$ cat config.mk
export PLATFORM = sky130hd
export DESIGN_NAME = vdp_raster_irq
export DESIGN_NICKNAME = d
export VERILOG_FILES = /design/src/rtl/vdp_raster_irq.sv
export SDC_FILE = /design/constraint.sdc
export NUM_CORES = 1
export LEC_CHECK = 0
export CELL_PAD_IN_SITES_DETAIL_PLACEMENT = 1
export CELL_PAD_IN_SITES_GLOBAL_PLACEMENT = 1
export CORE_MARGIN = 10
export CORE_UTILIZATION = 40
export DETAILED_ROUTE_END_ITERATION = 8
export GPL_TIMING_DRIVEN = 0
export PLACE_DENSITY = 0.77
export SLEW_MARGIN = 20
export SYNTH_ARGS = -nofsm -noshare
export SYNTH_HDL_FRONTEND = slang
export SYNTH_SLANG_ARGS = --single-unit
$ cat constraint.sdc
create_clock -name clk -period 2.5 [get_ports clk]
set_input_delay 0.5 -clock clk [delete_from_list [all_inputs] [get_ports clk]]
set_output_delay 0.5 -clock clk [all_outputs]
set_load 0.02 [all_outputs]
$ cat src/rtl/vdp_raster_irq.sv
// vdp_raster_irq: vblank/line-compare interrupt unit with host registers; optional repeat via VDP_RASTER_IRQ_REPEAT_EN
module vdp_raster_irq #(
  parameter int V_ACTIVE_HEIGHT   = 480,
  parameter int FRAME_COUNT_WIDTH = 16
) (
  input  logic        clk,
  input  logic        reset,
  input  logic [9:0]  raster_y,
  input  logic        active_line_started,
  input  logic        active_frame_ended,
  input  logic        frame_ended,
  input  logic        reg_write,
  input  logic        reg_read,
  input  logic [2:0]  reg_address,
  input  logic [15:0] reg_write_data,
  output logic [15:0] reg_read_data,
  output logic        reg_read_valid,
  output logic        irq
);
  localparam logic [10:0] VH = 11'(V_ACTIVE_HEIGHT);
  logic [1:0] ctrl, ctrl_n, pend, pend_n;
  logic [9:0] line_cmp, line_cmp_n, line_step, line_step_n, target, target_n, adv;
  logic in_vb, in_vb_n, dead, dead_n, ovf, match, irq_n;
  logic [FRAME_COUNT_WIDTH-1:0] fc, fc_n;
  logic [15:0] rmux;
  logic wr0, wr1, wr2, wr3, wr4;
  logic unused;
  assign unused = ^reg_write_data[15:10];
`ifdef VDP_RASTER_IRQ_REPEAT_EN
  logic [10:0] sum;
  // advance the compare target by LINE_STEP after each match; a carry out kills matching for the frame
  always_comb begin
    sum = {1'b0, target} + {1'b0, line_step};
    line_step_n = wr4 ? reg_write_data[9:0] : line_step;
    adv = (match && line_step != 10'd0) ? sum[9:0] : target;
    ovf = match & sum[10];
  end
`else
  // no repeat: LINE_STEP is fixed at zero and the target only moves on reload
  always_comb begin
    line_step_n = 10'd0;
    adv = target;
    ovf = 1'b0;
  end
`endif
  // next-state for registers, events and read mux
  always_comb begin
    wr0 = reg_write && reg_address == 3'd0;
    wr1 = reg_write && reg_address == 3'd1;
    wr2 = reg_write && reg_address == 3'd2;
    wr3 = reg_write && reg_address == 3'd3;
    wr4 = reg_write && reg_address == 3'd4;
    match = active_line_started && raster_y == target && {1'b0, target} < VH && !dead;
    ctrl_n = wr0 ? reg_write_data[1:0] : ctrl;
    line_cmp_n = wr1 ? reg_write_data[9:0] : line_cmp;
    pend_n = (pend & ~(wr2 ? reg_write_data[1:0] : 2'b00)) | {match & ctrl[1], active_frame_ended & ctrl[0]};
    in_vb_n = active_frame_ended | (in_vb & ~frame_ended);
    fc_n = wr3 ? '0 : frame_ended ? fc + 1'b1 : fc;
    target_n = wr1 ? reg_write_data[9:0] : frame_ended ? line_cmp : adv;
    dead_n = (wr1 || frame_ended) ? 1'b0 : dead | ovf;
    irq_n = |(pend_n & ctrl_n);
    rmux = reg_address == 3'd0 ? {14'd0, ctrl} :
           reg_address == 3'd1 ? {6'd0, line_cmp} :
           reg_address == 3'd2 ? {13'd0, in_vb, pend} :
           reg_address == 3'd3 ? 16'(fc) :
           reg_address == 3'd4 ? {6'd0, line_step} : 16'd0;
  end
  // state, irq and registered read port
  always_ff @(posedge clk or posedge reset) begin
    if (reset) begin
      ctrl <= '0;
      line_cmp <= '0;
      line_step <= '0;
      target <= '0;
      dead <= 1'b0;
      pend <= '0;
      in_vb <= 1'b0;
      fc <= '0;
      irq <= 1'b0;
      reg_read_data <= '0;
      reg_read_valid <= 1'b0;
    end else begin
      ctrl <= ctrl_n;
      line_cmp <= line_cmp_n;
      line_step <= line_step_n;
      target <= target_n;
      dead <= dead_n;
      pend <= pend_n;
      in_vb <= in_vb_n;
      fc <= fc_n;
      irq <= irq_n;
      reg_read_data <= reg_read ? rmux : reg_read_data;
      reg_read_valid <= reg_read;
    end
  end
endmodule
==> impl_metrics.yaml <==
clock_tree:
  ctsResizeCount: 0
  cts.sinks: 59
  cts_buffers: 9
  htreeDepth: 3
  post-cts-setup-buffers: 0
  clk_pin_slew_ps: 70
  cts_tree: "done"
  cts_hold_buf: 0
  clock_path_buffers: 2
  clock_latency_ps: 340
  cts-root-buf: "clkbuf_8"
power:
  total_power_mw: 2.614
  vdd_drop_max_mv: 0.3334
  leakage_nw: 1.636
  power_density_nw_per_um2: 736.4
run:
  cap_violations: 0
worst_setup_path:
  path_cells: "clkdlybuf4s50_1 -> nor2b_4 -> and3b_1 -> clkbuf_1 -> nand2_1 -> o21ai_0"
  cp_num_buf_inv: 2
  path_delay_family: "buffers and inverters"
  startpoint_type: "primary input"
  ff2ff_path_depth: 6
  worstSetupEndpointType: "register"
  cp.arrival_ps: 2120
  max_stage_delay_ps: 510
  crit_type: "primary input to register"
  reg2reg_from: "fc[0]"
  cp.required_ps: 2750
  worst-r2r-setup-slack_ps: 730
  crit_path_max_fanout: 10
  rr_endpoint: "fc[14]"
  critPathSlowestCell: "clkdlybuf4s50_1"
logic_synthesis:
  ys_ff_latch: 59
  yosys.area.top_type: "dfrtp_1"
  synth_cells: 274
  syn_nets: 311
  yosysTopAreaCellShare: 0.5323
  yosys_warnings: 0
  yosysSeqAreaShare: 0.5323
  synth.distinct_cells: 39
  avgSynthCellArea_um2: 10.12
  yosys-top-cells-area: "dfrtp_1 53%, mux2i_1 6.9%, nand2_1 6.5%"
  synth.cell_area_um2: 2774
floorplan:
  die-area_um2: 10670
  io_pins: 54
  die_h_um: 103.3
  initial_core_util: 0.4106
  placement_rows: 30
  die_width_um: 103.3
  coreArea_um2: 6756
min_path:
  hold_path_end: "reg_read_data[2]"
  min_from: "reg_address[0]"
  hold_class: "primary input to register"
  hold_depth: 3
sta:
  setup_viol: 0
  slew_headroom: 0.4955
  tightest_slew_ps: 756.7
  grt_setup_unrepaired: "false"
  fin_crit_ps: 1877
  tns_ps: 0
  max_freq_mhz: 532.9
  period_share: 0.7507
  slew_viol_final: 0
  hold_viol_final: 0
  skew_ps: 10.27
placement:
  place.gp.congestion: 0.8139
  port_buffers: 44
  hpwl_um: 5240
layout:
  layout_common_cells: "59 x dfrtp_1, 48 x nand2_1, 44 x clkdlybuf4s50_1"
  ff_latch_area_um2: 1476
  diodes: 0
  final_common_cell: "dfrtp_1"
  fillers: 762
  multiInputGateArea_um2: 1129
  syn2layout_area_growth_pct: 27.97
  fin_nets: 367
  drive_gt1_frac: 0.09581
global_routing:
  overflow: 0
  grt_pass1_wl_um: 11630
  grt_max_degree: 31
  track_usage: 0.1402
  grt_pass1_vias: 2345
  antenna_found_initial: 0
routing:
  drtPass1Iterations: 4
  post-route-drc-count: 0
  drt-vias-per-instance: 5.145
  drt_wl_total_um: 6966
  wl_per_cell_um: 16.83
  drtIter0Drc: 66
  antenna_left: 0
  num_vias: 2130
run_status:
  outcome: "finished, final reports clean"
state kept, by name, summed over array words and instances, names as in the netlist:
| register | cells |
|---|---|
| reg_read_data | 16 |
| pend | 2 |
| adv | 10 |
| ctrl | 2 |
| reg_read_valid | 1 |
| fc | 16 |
| line_cmp | 10 |
| irq | 1 |
| in_vb | 1 |
through the flow:
| step | utilization | instance area (um^2) | std cells | setup WS (ps) | hold slack [ps] |
|---|---|---|---|---|---|
| 3_5_place_dp | 0.4939 | 3337 | 399 | 292.4 | 475.2 |
| 2_1_floorplan | - | 2774 | 274 | 543.7 | 449.5 |
| 6_report | 0.5254 | 3550 | 414 | 623.3 | 484.4 |
| 3_3_place_gp | 0.4906 | 3314 | 398 | -612.8 | 461.5 |
| 5_1_grt | 0.5254 | 3550 | 414 | 488.0 | 503.6 |
| 4_1_cts | 0.5254 | 3550 | 414 | 594.8 | 475.6 |
synthesized netlist by cell type:
master / n
mux2_2: 3
or3_1: 1
dfrtp_1: 59
a22oi_1: 1
o221ai_1: 1
clkbuf_1: 7
nor4bb_1: 1
nand3_1: 4
nor2b_1: 1
buf_6: 2
o22ai_1: 10
nand2b_1: 2
xor2_1: 17
or4_1: 1
o21ai_0: 18
and3b_1: 1
and3_4: 1
xnor2_1: 3
nand4bb_1: 1
nor4b_2: 1
and4_1: 3
mux4_2: 2
nor2b_4: 1
and3_1: 3
ha_1: 1
a21o_1: 1
nor4_1: 1
nor3_1: 2
o2111ai_1: 1
inv_1: 23
nand3b_1: 1
buf_1: 1
mux2i_1: 19
a31oi_1: 1
buf_2: 6
nand2_1: 48
nand4_1: 5
a21oi_1: 2
nor2_1: 18
cells by family after synthesis:
kind of cell	after synthesis	synth area share
simple gates	96	0.1696
flops	59	0.5323
buf+inv	39	0.06089
compound gates	35	0.07263
mux	24	0.09698
xor+xnor	20	0.06315
fa+ha+maj	1	0.004510
where the power goes:
group / leakage [nW] / switching, mW / internal (mW) / total, mW
combinational: 0.757 / 0.239 / 0.235 / 0.474
sequential: 0.770 / 0.123 / 1.09 / 1.21
clock: 0.109 / 0.360 / 0.565 / 0.925
total: 1.64 / 0.723 / 1.89 / 2.61
cell type report:
class | count | area share
inverters | 23 | 0.02503
plain buffers | 16 | 0.02326
well taps | 80 | 0.02820
clock inverters | 1 | 0.008460
multi-input cells | 176 | 0.3179
repair buffers | 45 | 0.1297
flip-flops and latches | 59 | 0.4159
clock buffers | 14 | 0.05146
layer usage:
layer	GRT usage	part of all wire
met1	0.1593	0.44
met2	0.2433	0.50
met3	0.03787	0.040
met4	0.05775	0.015
met5	0	0
worst register-to-register path: stages (launching register included):
cell	delay [ps]
dfrtp_1	410
ha_1	190
and4_1	180
buf_2	170
nand4_1	190
or4_1	450
o21ai_0	100
worst max-delay path by stage:
stage / startpoint / to / slack [ps] / cells after the start
final: reg_address[2] / adv[8] / 620 / 6
after global routing: reg_address[2] / adv[8] / 490 / 6
after CTS: reg_address[2] / adv[8] / 590 / 6
after detailed placement: reg_address[2] / irq / 290 / 5
after global placement: reset / line_cmp[5] / -610 / 2
after floorplan: reset / adv[0] / 540 / 1
(Power assumes the default switching activity.)
